`config.mk`:
```
export PLATFORM = sky130hd
export DESIGN_NAME = crosswalk_arbiter
export DESIGN_NICKNAME = d
export VERILOG_FILES = /design/src/rtl/crosswalk_arbiter.sv
export SDC_FILE = /design/constraint.sdc
export NUM_CORES = 1
export LEC_CHECK = 0
export ABC_AREA = 1
export CORE_AREA = 2 2 62 64
export DETAILED_ROUTE_END_ITERATION = 10
export DIE_AREA = 0 0 64 66
export GPL_ROUTABILITY_DRIVEN = 1
export PLACE_DENSITY = 0.77
export SLEW_MARGIN = 40
export SYNTH_ARGS = -nofsm -noshare
export SYNTH_HDL_FRONTEND = slang
export SYNTH_SLANG_ARGS = --single-unit
```
`constraint.sdc`:
```
create_clock -name clk -period 2.6 [get_ports clk]
set_clock_uncertainty 0.2 [all_clocks]
set_input_delay 0.39 -clock clk [delete_from_list [all_inputs] [get_ports clk]]
set_output_delay 0.39 -clock clk [all_outputs]
set_load 0.05 [all_outputs]
```
`src/rtl/crosswalk_arbiter.sv`:
```
// Round-robin arbiter that shares one pedestrian walk phase among crosswalk buttons.
// Optional wait-timeout output `urgent` is built only when ARB_URGENT_EN is defined.
module crosswalk_arbiter #(
    parameter int NUM_REQ    = 4,
    parameter int WALK_TICKS = 3,
    parameter int MAX_WAIT   = 15
) (
    input  logic               clk,
    input  logic               rst,
    input  logic               i_tick,
    input  logic [NUM_REQ-1:0] i_req,
    input  logic               i_phase_ready,
    output logic               o_walk_pending,
    output logic [NUM_REQ-1:0] o_pending,
    output logic [NUM_REQ-1:0] o_grant,
    output logic               o_walk_on,
    output logic               o_walk_done,
    output logic               o_urgent
);

    localparam int PW = (NUM_REQ > 1) ? $clog2(NUM_REQ) : 1;

    typedef enum logic [1:0] {
        S_IDLE,
        S_ARB,
        S_WALK,
        S_CLEAR
    } state_t;

    state_t             r_state;
    logic [NUM_REQ-1:0] r_req_q;
    logic [NUM_REQ-1:0] r_req_d;
    logic [NUM_REQ-1:0] r_pending;
    logic [PW-1:0]      r_rr_ptr;
    logic [PW-1:0]      r_gidx;
    logic [7:0]         r_tcnt;

    logic [NUM_REQ-1:0] w_rise;
    logic [NUM_REQ-1:0] w_clr;
    logic [PW-1:0]      w_sel;
    logic               w_found;
    logic [PW-1:0]      w_next_ptr;

    assign w_rise = r_req_q & ~r_req_d;
    assign w_clr  = (r_state == S_CLEAR) ?
                    ({{(NUM_REQ-1){1'b0}}, 1'b1} << r_gidx) : '0;

    assign o_pending      = r_pending;
    assign o_walk_pending = |r_pending;

    assign w_next_ptr = (r_gidx == PW'(NUM_REQ - 1)) ? '0 : r_gidx + 1'b1;

    // First pending index at or after rr_ptr, wrapping.
    always_comb begin
        int            v_sum;
        logic [PW-1:0] v_idx;
        w_sel   = '0;
        w_found = 1'b0;
        v_sum   = 0;
        v_idx   = '0;
        for (int i = 0; i < NUM_REQ; i++) begin
            v_sum = int'(r_rr_ptr) + i;
            if (v_sum >= NUM_REQ) v_sum = v_sum - NUM_REQ;
            v_idx = PW'(v_sum);
            if (!w_found && r_pending[v_idx]) begin
                w_found = 1'b1;
                w_sel   = v_idx;
            end
        end
    end

    // A set in the CLEAR cycle wins over the clear.
    always_ff @(posedge clk or posedge rst) begin
        if (rst) begin
            r_req_q   <= '0;
            r_req_d   <= '0;
            r_pending <= '0;
        end else begin
            r_req_q   <= i_req;
            r_req_d   <= r_req_q;
            r_pending <= (r_pending & ~w_clr) | w_rise;
        end
    end

    always_ff @(posedge clk or posedge rst) begin
        if (rst) begin
            r_state     <= S_IDLE;
            r_rr_ptr    <= '0;
            r_gidx      <= '0;
            r_tcnt      <= '0;
            o_grant     <= '0;
            o_walk_on   <= 1'b0;
            o_walk_done <= 1'b0;
        end else begin
            unique case (r_state)
                S_IDLE: begin
                    if (o_walk_pending && i_phase_ready) r_state <= S_ARB;
                end
                S_ARB: begin
                    r_gidx    <= w_sel;
                    r_tcnt    <= '0;
                    o_grant   <= {{(NUM_REQ-1){1'b0}}, 1'b1} << w_sel;
                    o_walk_on <= 1'b1;
                    r_state   <= S_WALK;
                end
                S_WALK: begin
                    if (i_tick) begin
                        if (r_tcnt == 8'(WALK_TICKS - 1)) begin
                            o_grant     <= '0;
                            o_walk_on   <= 1'b0;
                            o_walk_done <= 1'b1;
                            r_state     <= S_CLEAR;
                        end else begin
                            r_tcnt <= r_tcnt + 8'd1;
                        end
                    end
                end
                S_CLEAR: begin
                    o_walk_done <= 1'b0;
                    r_rr_ptr    <= w_next_ptr;
                    r_state     <= S_IDLE;
                end
                default: r_state <= S_IDLE;
            endcase
        end
    end

`ifdef ARB_URGENT_EN
    logic [7:0] r_wait;

    always_ff @(posedge clk or posedge rst) begin
        if (rst) begin
            r_wait <= '0;
        end else if (o_walk_done || !o_walk_pending) begin
            r_wait <= '0;
        end else if (r_state == S_IDLE && i_tick &&
                     r_wait != 8'(MAX_WAIT)) begin
            r_wait <= r_wait + 8'd1;
        end
    end

    assign o_urgent = (r_wait == 8'(MAX_WAIT));
`else
    assign o_urgent = 1'b0;
`endif

endmodule

```
**Yosys cells after proc, flatten, opt, wreduce, memory -nomap -nowiden**

Cells that the tools add are included.
W data, S select, Z words.

- Register bits: 32
- Latch bits: 0
- Memory bits (writable): 0
- Memory bits (read-only): 0
- Input bits: 8
- Output and inout port bits: 12
- Word-level logic and storage cells: 95
- Memories kept: 0

- Add/subtract/negate cells: 9
- Multipliers: 0
- Div/mod/pow operators: 0
- $lt $le $gt $ge: 8
- Equality and inequality tests: 9
- Shifts and indexed selects: 2
- Muxes and demuxes: 37
- Bitwise operators: 5
- Reductions and logical operators: 15

Operator list:

| cell | number |
|---|---|
| $mux W2 | 12 |
| $mux W8 | 2 |
| $pmux W8 S2 | 1 |
| $lt A2 B3 Y1 const B | 4 |
| $mux W4 | 3 |
| $reduce_and A3 Y1 | 4 |
| $mux W1 | 11 |
| $ge A3 B3 Y1 const B | 3 |
| $add A8 B1 Y8 const B | 1 |
| $and A4 B4 Y4 | 2 |
| $bmux W1 S2 | 4 |
| $eq A8 B2 Y1 const B | 1 |
| $ne A2 B2 Y1 const B | 4 |
| $not A4 Y4 | 2 |
| $pmux W2 S4 | 1 |
| $pmux W4 S2 | 1 |
| $shl A1 B2 Y4 const A | 2 |
| $sub A2 B1 Y2 const B | 4 |
| $add A2 B2 Y3 const B | 2 |
| $eq A2 B2 Y1 const B | 3 |
| $logic_and A1 B1 Y1 | 4 |
| $or A4 B4 Y4 | 1 |
| $pmux W1 S2 | 2 |
| $reduce_bool A2 Y1 | 2 |
| other kinds (7) | 9 |

**Logic depth before layout (Yosys ltp)**

- Depth in word-level cells: 16
- Mapped depth: 11
- Mapped depth without buffers: 11

**Least setup slack after synthesis**

OpenSTA, ideal clock, no wires.

- Path kind: register to register
- From: register r_pending[3] (netlist: o_pending[3])
- To: register r_state[0]
- Library setup time: 76 ps
- Arrival: 1750 ps
- Required time: 2324 ps
- Setup slack: 574 ps
- Stages on the path, launching flop included: 7
- Path buffers: 0
- Period minus slack after synthesis: 2026 ps
- Cell sequence: dfrtp_1 inv_1 nand4_1 nand2_1 a21o_1 nand2_1 o21ai_1

- Cells in the longest elaborated chain, start to end: 4

Ends and longest elaborated chain:

| element | line | text |
|---|---|---|
| start, declared | 33 | `logic [NUM_REQ-1:0] r_pending;` |
| start signal, assigned | 81 | `r_pending <= (r_pending & ~w_clr) \| w_rise;` |
| $reduce_or A4 Y1 | 49 | `assign o_walk_pending = \|r_pending;` |
| net o_walk_pending | 13 | `output logic o_walk_pending,` |
| $logic_and A1 B1 Y1 | 97 | `if (o_walk_pending && i_phase_ready) r_state <= S_ARB;` |
| $ne A2 B2 Y1 (no source line) | - |  |
| $reduce_and A3 Y1 (no source line) | - |  |
| end signal, assigned | 97 |  |
| end signal, assigned | 104 | `r_state <= S_WALK;` |
| end signal, assigned | 112 | `r_state <= S_CLEAR;` |
| end, declared | 30 | `state_t r_state;` |

The timed path passes the listed nets, and every way through them passes these cells.
A chain may end at the register's enable or synchronous reset.

**Worst setup path after layout**

- From: register r_pending[1] (netlist: o_pending[1])
- To: output o_walk_pending

- Cells in the longest elaborated chain, start to end: 1

Ends and longest elaborated chain:

| element | line |
|---|---|
| $reduce_or A4 Y1 | 49 |
| end, declared | 13 |

No other way between the ends.

==> flow_summary.ini <==
[min_path]
hold_depth = 0
hp-class = reg -> reg
worstHoldStart = r_req_q[0]
holdPathEnd = r_req_d[0]

[synthesis]
post-synth-top-area-cell = dfrtp_1
syn_area_um2 = 1880
synth_cells = 230
synth.top_cell.area_share_pct = 42.7
synthSimpleGateAreaFrac_pct = 32.0
yosys_warnings = 0
synthTopCellsByArea = dfrtp_1 43%, nand2_1 12%, ha_1 7.3%
ys.flop_type = dfrtp_1
muxShareOfSynthArea_pct = 0
ys_async_sr_fraction_pct = 100
synth_enable_flop_cells = 0
ys_seq_elements = 32
yosysSeqAreaShare_pct = 42.7
synth_compound_area_share_pct = 8.67
syn_avg_cell_area_um2 = 8.15
synth_top_family_by_area = simple AND/OR/NAND/NOR gates
synth.net_count = 249
synthXorXnorAreaFrac_pct = 1.40
synth.distinct_cells = 31
synth_fa_ha_area_share_pct = 7.34

[layout]
final_area_um2 = 2160
fillers = 329
area_growth_pct = 15.3
num_antenna_cells = 0
nets = 271
multi_input_area_um2 = 930
layout.cells.non_filler = 300
ff_latch_area_um2 = 801
drive_gt1_share_pct = 17.9

[timing]
holdWs_ns = 0.179
finalSetupTns_ns = 0
fmax_ghz = 0.430
hold_violations = 0
slew_headroom_pct = 65.7
min_period_ns = 2.32
finalCritPeriodShare_pct = 89.3
rsz0062_at_grt = no
setup_violations = 0
slew_viol_final = 0
worstMarginPinSlew_ns = 0.512

[clock_tree]
clkTransAtPathRegs_ns = 0.09
numCtsBuffers = 5
clockBufferDepth = 2
clock_sinks = 32
cts_tree = done
post_cts_buffers = 0
cts_root_buf = clkbuf_4
cts_hold_buf = 0
worstSkewPairLatency_ns = 0.33
post_cts_resized = 0
cts_max_level = 2

[detailed_routing]
dr.pass1.iters = 4
routed_wl_mm = 3.32
routed_via_density = 4.93
vias = 1478
drt_iter0_drc = 78
routedWlPerCell_um = 11.1
drc = 0
drtAntennaViolNets = 0

[worst_setup_path]
timing.rr.end = r_state[1]
reg2reg_slack_ns = 0.64
cp_max_fo = 4
crit_path_start_kind = flop
cpMaxStageDelayCell = clkdlybuf4s50_1
reg2reg_from = r_state[0]
slowest_delay_ns = 0.81
required_ns = 2.01
rr_worst_depth = 9
crit_path_cell_trace = inv_1 > nand4_1 > clkdlybuf4s50_1
worstSetupStartpoint = o_pending[1]
crit_path_end_kind = output port
arrival_ns = 1.73
critical_path_class = reg -> out

[global_route]
grt_remaining_overflow = 0
grt_usage_pct = 18.4
grt_pass1_wl_mm = 5.99
grt_max_degree = 33
antenna_found_initial = 0
first_global_vias = 1410

[place]
port_buffers = 18
dp_cells = 293
place_hpwl_mm = 2.52
finalWeightedCongestion = 0.863
placed_area_um2 = 2100

[power]
p_per_area_nw_per_um2 = 1170
ir_drop_mv = 0.467
leakage_nw = 1.10

[floorplanning]
die_y_um = 66
dieWidth_um = 64
row_count = 22
num_io_pins = 20
die_area_um2 = 4220
initial_core_util_pct = 52.8
core_area_um2 = 3550

[status]
outcome = complete, no violations

[flow_run]
cap_violations = 0
[per-stage QoR]
stage / total power, mW / worst slack [ns] / utilization [%]
after floorplan: 1.90 / 0.574 / -
after global placement: 2.22 / 0.653 / 59.1
after detailed placement: 2.23 / 0.633 / 59.1
after CTS: 2.55 / 0.259 / 60.9
after global routing: 2.78 / 0.170 / 60.9
final: 2.53 / 0.277 / 60.9
[kinds of logic after synthesis]
kind of cell / after synthesis
xor gates and xnor gates: 3
AOI/OAI and AO/OA: 27
adders and majority gates: 11
buffers and inverters: 35
other: 1
and+or+nand+nor: 121
DFF: 32
[layout by cell type (no fill, tap or decap), drive strengths merged, types with 3 or more instances in the layout]
cell           synthesis  routed
o31ai                  3       3
o21ai                 20      20
dfrtp                 32      32
inv                   30      30
ha                    11      11
nand3                 15      15
nand2                 83      83
clkdlybuf4s50          0      18
nand4                  8       8
nor3                   3       3
nor2                  11      11
clkbuf                 1       7
[registers in the layout (all words and copies together), names as in the netlist]
signal       flops
o_walk_on        1
r_state          2
r_tcnt           8
o_walk_done      1
o_pending        4
r_req_q          4
r_req_d          4
o_grant          4
r_gidx           2
r_rr_ptr         2
[per-layer routing]
metal  wire (um)  global-route usage (%)  vias up
li1            -                       -      773
met1        1560                    23.0      677
met2        1590                    31.4       23
met3         121                    4.60        5
met4          46                    5.71        0
met5           0                       0        -
[report_power, final]
part | leakage (nW) | internal, mW | switching (mW)
Combinational | 0.676 | 0.482 | 0.995
Clock | 0.0374 | 0.153 | 0.160
Sequential | 0.391 | 0.630 | 0.112
[cell usage after synthesis (all sizes together), types with 2 or more instances]
library cell,instances
xnor2,2
dfrtp,32
o21ai,20
nand4,8
nor3,3
nor2,11
ha,11
inv,30
buf,4
o31ai,3
nand2,83
nand3,15
[how the worst max path moves through the flow]
stage	depth (start not counted)	to	slack (ns)
after floorplan	6	r_state[0]	0.57
after global placement	3	o_walk_pending	0.65
after detailed placement	3	o_walk_pending	0.63
after CTS	3	o_walk_pending	0.26
after global routing	3	o_walk_pending	0.17
final	3	o_walk_pending	0.28
[critical path: cells and delay by family (launching register included)]
kind	cells	cell delay, ns
and+or+nand+nor	1	0.12
buffers and inverters	2	0.90
DFF	1	0.39
[layout make-up]
class	count	area share (%)
inverter	30	5.21
sequential	32	37.0
multi-input combinational	163	43.0
timing repair buffer	20	9.02
clock buffer	7	3.01
tap	48	2.78
(Power assumes the default switching activity.)
